==> config.mk <==
export PLATFORM = sky130hd
export DESIGN_NAME = clk_div_prog
export DESIGN_NICKNAME = d
export VERILOG_FILES = /design/src/rtl/clk_div_prog.sv
export SDC_FILE = /design/constraint.sdc
export NUM_CORES = 1
export LEC_CHECK = 0
export ABC_AREA = 1
export ABC_CLOCK_PERIOD_IN_PS = 5500
export BUFFER_PORTS_ARGS = -buffer_cell sky130_fd_sc_hd__clkbuf_2
export CAP_MARGIN = 20
export CORE_ASPECT_RATIO = 0.5
export CORE_UTILIZATION = 62
export DETAILED_ROUTE_END_ITERATION = 10
export GPL_TIMING_DRIVEN = 0
export PLACE_DENSITY_LB_ADDON = 0.25
export SYNTH_ARGS = -nofsm -noshare
export SYNTH_HDL_FRONTEND = slang
export SYNTH_SLANG_ARGS = --single-unit
export TNS_END_PERCENT = 30
==> constraint.sdc <==
create_clock -name clk -period 5.5 [get_ports clk]
set_input_delay 0.55 -clock clk [delete_from_list [all_inputs] [get_ports clk]]
set_output_delay 0.55 -clock clk [all_outputs]
set_load 0.05 [all_outputs]
==> src/rtl/clk_div_prog.sv <==
// Programmable clock divider / clock-enable generator: power-of-two or integer
// period, glitch-free retune at period boundaries, plus a rising-edge tick.
module clk_div_prog #(
  parameter int CNT_W   = 26,
  parameter int SEL_W   = 2,
  parameter int TOP_BIT = 24
) (
  input  logic             clk,
  input  logic             rst,
  input  logic             en,
  input  logic             load,
  input  logic             mode,
  input  logic [SEL_W-1:0] sel,
  input  logic [CNT_W-1:0] div,
  output logic             o_clk,
  output logic             o_tick,
  output logic             pending
);

  typedef struct packed {
    logic             mode;
    logic [SEL_W-1:0] sel;
    logic [CNT_W-1:0] div;
  } cfg_t;

  cfg_t             act, shd, cfg_in, shd_nxt;
  logic [CNT_W-1:0] per, low_len, cnt, cnt_nxt;
  logic             wrap;

  always_comb begin
    cfg_in  = '{mode: mode, sel: sel, div: div};
    shd_nxt = load ? cfg_in : shd;
    if (act.mode) per = (act.div < CNT_W'(2)) ? CNT_W'(2) : act.div;
    else          per = CNT_W'(1) << (TOP_BIT + 1 - int'(act.sel));
    // odd periods put the extra cycle in the low phase
    low_len = per - (per >> 1);
    wrap    = (cnt == per - CNT_W'(1));
    cnt_nxt = wrap ? '0 : cnt + CNT_W'(1);
  end

  always_ff @(posedge clk) begin
    if (rst) begin
      cnt     <= '0;
      o_clk   <= 1'b0;
      o_tick  <= 1'b0;
      pending <= 1'b0;
      act     <= '0;
      shd     <= '0;
    end else begin
      if (load) shd <= cfg_in;
      // shadow mirrors active whenever nothing is pending, so copying it
      // unconditionally at an apply point is harmless
      if (!en) begin
        cnt     <= '0;
        o_clk   <= 1'b0;
        o_tick  <= 1'b0;
        act     <= shd_nxt;
        pending <= 1'b0;
      end else begin
        cnt    <= cnt_nxt;
        o_clk  <= (cnt_nxt >= low_len);
        o_tick <= (cnt_nxt == low_len);
        if (wrap) begin
          act     <= shd_nxt;
          pending <= 1'b0;
        end else if (load) begin
          pending <= 1'b1;
        end
      end
    end
  end

endmodule

-- Word-level counts from Yosys, hierarchy flattened
Cells that the tools add are included.
- register bits after elaboration: 87
- bits of input ports: 33
- output and inout bits: 3
- add/subtract/negate cells: 4
- magnitude comparators: 2
- equality and inequality tests: 3
- shift operators: 1
- mux-type cells: 6
- bitwise operators: 1
- reduce and logical (&&, ||, !) cells: 2
- operator list (cell ; number):
    29-bit 2-to-1 mux ; 3
    26-bit 2-to-1 mux ; 3
    26-bit == test ; 2
    1-bit by 32-bit << shifter with 26-bit output (first input constant) ; 1
    26-bit by 1-bit adder with 26-bit output (second input constant) ; 1
    26-bit greater-or-equal comparator ; 1
    26-bit by 2-bit < comparator with 1-bit output (second input constant) ; 1
    26-bit by 1-bit subtractor with 26-bit output (second input constant) ; 1
    26-bit by 25-bit subtractor with 26-bit output ; 1
    5-bit by 2-bit subtractor with 6-bit output (first input constant) ; 1
    3-bit OR reduction ; 1
    2-bit by 1-bit != test with 1-bit output (second input constant) ; 1
    2-bit OR reduction ; 1
    1-bit NOT ; 1

-- Logic depth before layout (Yosys ltp)
- depth after elaboration: 7
- gate-level depth with buffers: 37

-- Least setup slack after synthesis
Ideal clock, no wire load.
- path kind: register to register
- start point: register act[18] in the netlist's numbering
- end point: register o_clk
- library setup time: 0.056 ns
- arrival: 3.958 ns
- setup slack: 1.486 ns
- stages on the path, launching flop included: 35
- period minus slack after synthesis: 4.014 ns
- path through: dfxtp_1 > nor3_1 > nand2_1 > nor2_1 > nand2_1 > nand2_2 > buf_6 > ha_1 > nand2_2 > nor2_4 > nand2_4 > nor2_2 > nand2_1 > nand2_1 > nand2_1 > xor2_1 > a21oi_1 > nand3_1 > nor2_1 > nand3_1 > nor2_1 > buf_2 > nor2_1 > ha_1 > inv_1 > nor2_1 > nor2_1 > o21a_1 > o21ai_0 > nand3_1 > a21oi_1 > nor3_1 > o211ai_1 > nand2_1 > inv_1
- cells in the longest elaborated chain, start to end: 7
- elaborated cells on any way between the ends: 8
- RTL lines (item ; RTL line ; text):
    from (decl) ; 26 ; cfg_t act, shd, cfg_in, shd_nxt;
    from (signal assigned) ; 57 ; act <= shd_nxt;
    from (signal assigned) ; 64 ; act <= shd_nxt;
    26-bit by 2-bit < comparator with 1-bit output ; 33 ; if (act.mode) per = (act.div < CNT_W'(2)) ? CNT_W'(2) : act.div;
    26-bit 2-to-1 mux (*) (2 in a row) ; 33 ;
    26-bit by 1-bit subtractor with 26-bit output (*) ; 37 ; wrap = (cnt == per - CNT_W'(1));
    26-bit == test (*) ; 37 ;
    26-bit 2-to-1 mux (*) ; 38 ; cnt_nxt = wrap ? '0 : cnt + CNT_W'(1);
    net cnt_nxt[1] ; 27 ; logic [CNT_W-1:0] per, low_len, cnt, cnt_nxt;
    26-bit greater-or-equal comparator (*) ; 61 ; o_clk <= (cnt_nxt >= low_len);
    to (signal assigned) ; 61 ;
    to (decl) ; 15 ; output logic o_clk,
Mark *: on every way through the listed nets, which the timed path passes. The rest lies on a longest branch.
A chain may end at the register's enable or synchronous reset.

-- Worst setup path in the final report
Same ends and word-level chain as after synthesis.

==> flow_summary.json <==
{
  "totalWireLength_mm": 19.9,
  "critPathKind": "flip-flop to flip-flop",
  "vias": 7423,
  "maxCapViolCount": 0,
  "post_cts_buffers": 0,
  "ys_seq_area_frac": 0.233,
  "tightest_slew_ns": 0.649,
  "cts_buffers": 9,
  "cp.depth": 33,
  "hp-class": "primary input to flip-flop",
  "routabilityCongestion": 0.983,
  "synth_nets": 1309,
  "reg2regPathDepth": 33,
  "clock_power_share": 0.301,
  "holdPathStages": 5,
  "crit_path_start_kind": "flip-flop",
  "cts_tree": "built",
  "multi_input_area_sq_um": 4730,
  "cp_data_required_time_ns": 5.75,
  "cts-root-buf": "clkbuf_16",
  "setup_violations": 0,
  "ys_types": 44,
  "clk_latency_ns": 0.35,
  "comb_power_share": 0.368,
  "synth_flop_cell": "dfxtp_1",
  "ir_drop_v": 0.000155,
  "cts_sinks": 87,
  "die-area_sq_um": 12500,
  "grt_max_degree": 17,
  "synth_edf_count": 0,
  "ys_warn_count": 0,
  "switching_share": 0.397,
  "final.setup.tns_ns": 0,
  "timing.fmax_mhz": 191,
  "initial_utilization": 0.659,
  "ff_latch_area_sq_um": 1740,
  "fin_util": 0.720,
  "leakage_nw": 4.90,
  "nNetsFinal": 1355,
  "maxSlewViolCount": 0,
  "status": "completed",
  "layout-drive-gt1-share": 0.0705,
  "placed_cell_area_sq_um": 7850,
  "die_x_microns": 157,
  "rsz0062_at_grt": "false",
  "critPathBufInv": 5,
  "ys_ff_latch": 87,
  "grt_pass1_wl_mm": 32.1,
  "period_needed_ns": 5.24,
  "dp_hpwl_mm": 16.1,
  "syn_avg_cell_area_sq_um": 6.25,
  "grt-ovfl-total": 0,
  "cts-resized-gates": 0,
  "drt-pass1-iter-count": 5,
  "p_int_w": 0.00123,
  "endpoint_kind": "flip-flop",
  "fin_skew_ns": 0.00928,
  "path_delay_family": "simple AND/OR/NAND/NOR gates",
  "seq_power_share": 0.331,
  "syn-instance-count": 1197,
  "hold_viol_final": 0,
  "drc": 0,
  "p_per_area_nw_per_um2": 250,
  "fin_total_pwr_w": 0.00204,
  "avgRoutedWirePerCell_microns": 14.1,
  "cts.clk_slew.worst_paths_ns": 0.07,
  "postCtsHoldBufs": 0,
  "slew_headroom": 0.563,
  "num_antenna_cells": 0,
  "areaGrowthSynthToFinish_pct": 9.20,
  "p_sw_w": 0.000809,
  "crit_fanout": 11,
  "grt_pass1_vias": 6811,
  "netlist_area_sq_um": 7480,
  "detail-route-antenna-nets": 0,
  "async_flop_share": 0,
  "antenna_found_initial": 0,
  "slowest_stage": "dfxtp_1",
  "track_usage": 0.337,
  "vias_per_cell": 5.28,
  "portBuffers": 35,
  "core_sq_um": 11400,
  "worstPathArrival_ns": 5.49,
  "n_fill_cell": 980,
  "path_common_cell": "nand2_1",
  "die_y_microns": 79.7,
  "fin_crit_sh": 0.953,
  "num_rows": 27,
  "slowest_delay_ns": 0.33,
  "drt_iter0_drc": 712,
  "cts_buffer_depth": 2,
  "ioPinCount": 36,
  "design_area_sq_um": 8170,
  "h-tree-depth": 3
}
-- state kept, by name, indices dropped and copies added, names as in the netlist --
name / cells
o_clk: 1
o_tick: 1
shd: 29
cnt: 26
pending: 1
act: 29
-- placed cells by master, fill, tap and decap left out, types with 17 or more instances in the layout --
master / n
a21oi_1: 44
clkbuf_2: 35
dfxtp_1: 87
ha_1: 77
inv_1: 229
nand2_1: 360
nand3_1: 72
nand4_1: 17
nor2_1: 111
o21ai_0: 19
xor2_1: 71
-- area by class of cell --
class / instances / share of cell area
Sequential cell: 87 / 0.213
Clock inverter: 6 / 0.00643
Clock buffer: 10 / 0.0280
Multi-Input combinational cell: 848 / 0.579
Tap cell: 159 / 0.0244
Timing Repair Buffer: 35 / 0.0214
Inverter: 232 / 0.107
Buffer: 30 / 0.0207
-- synthesized netlist by cell type (2+ instances only) --
library cell  number  share of area
nand3b_1           4         0.0040
o221ai_1           2         0.0023
a211oi_1           2         0.0020
clkbuf_1          14         0.0070
o21bai_1           3         0.0030
xor2_1            71          0.083
xnor2_1            5         0.0059
nor3b_1            7         0.0070
or2_2              4         0.0033
nand2_1          361           0.18
o31ai_1            2         0.0020
nand3_1           72          0.048
o211ai_1           4         0.0040
nor2_2             4         0.0033
inv_2              2         0.0010
buf_2              7         0.0047
buf_6              5         0.0075
nand2_2            3         0.0025
o21a_1             3         0.0030
buf_4              2         0.0020
dfxtp_1           87           0.23
a21oi_1           45          0.030
ha_1              78           0.13
nor4_1             7         0.0059
nand4_1           17          0.014
and3_1             2         0.0017
nor3_1             9         0.0060
nor2_1           112          0.056
inv_1            229           0.11
o21ai_0           19          0.013
buf_1              2         0.0010
-- power groups by stage --
stage,sequential (W),combinational [W],clock [W]
4_1_cts,0.000675,0.000724,0.000615
6_report,0.000675,0.000750,0.000613
2_1_floorplan,0.000686,0.000538,0
3_5_place_dp,0.000689,0.000718,0
5_1_grt,0.000678,0.000833,0.000640
3_3_place_gp,0.000688,0.000699,0
-- cells by family after synthesis --
kind of cell             count (synthesis)  synth area share
buffers and inverters                  262             0.139
flip-flops                              87             0.233
AND/OR/NAND/NOR                        607             0.341
AO/OA/AOI/OAI                           86            0.0654
adder cells (fa/ha/maj)                 79             0.133
XOR/XNOR                                76            0.0890
-- worst min-delay path: stages --
cell      delay [ns]
clkbuf_2        0.08
nand2_1         0.04
nand2_1         0.05
nand2_1         0.06
inv_1           0.05
-- layer usage --
layer | global-route usage | wire length, microns | part of all wire
met5 | 0.0476 | 71 | 0.0036
met3 | 0.0635 | 2200 | 0.11
met1 | 0.469 | 9080 | 0.46
met4 | 0.0816 | 300 | 0.015
met2 | 0.532 | 8250 | 0.41
-- per-stage QoR --
stage	instances	hold slack [ns]	worst slack [ns]
final	1407	0.500	0.260
after global routing	1407	0.524	0.0214
after CTS	1407	0.495	0.214
after detailed placement	1391	0.495	0.294
after global placement	1391	0.469	0.383
after floorplan	1197	0.441	1.49
-- path summary, 6_finish.rpt --
check,startpoint,to,slack (ns)
hold / removal,div[8],shd[8]$_SDFF_PP0_,0.50
hold reg to reg,pending$_SDFFE_PP0P_,pending$_SDFFE_PP0P_,0.50
setup reg to reg,act[18]$_SDFFE_PP0P_,o_clk$_SDFF_PP0_,0.26
setup / recovery,act[18]$_SDFFE_PP0P_,o_clk$_SDFF_PP0_,0.26
Note: power is estimated with default switching activity, not from simulation.
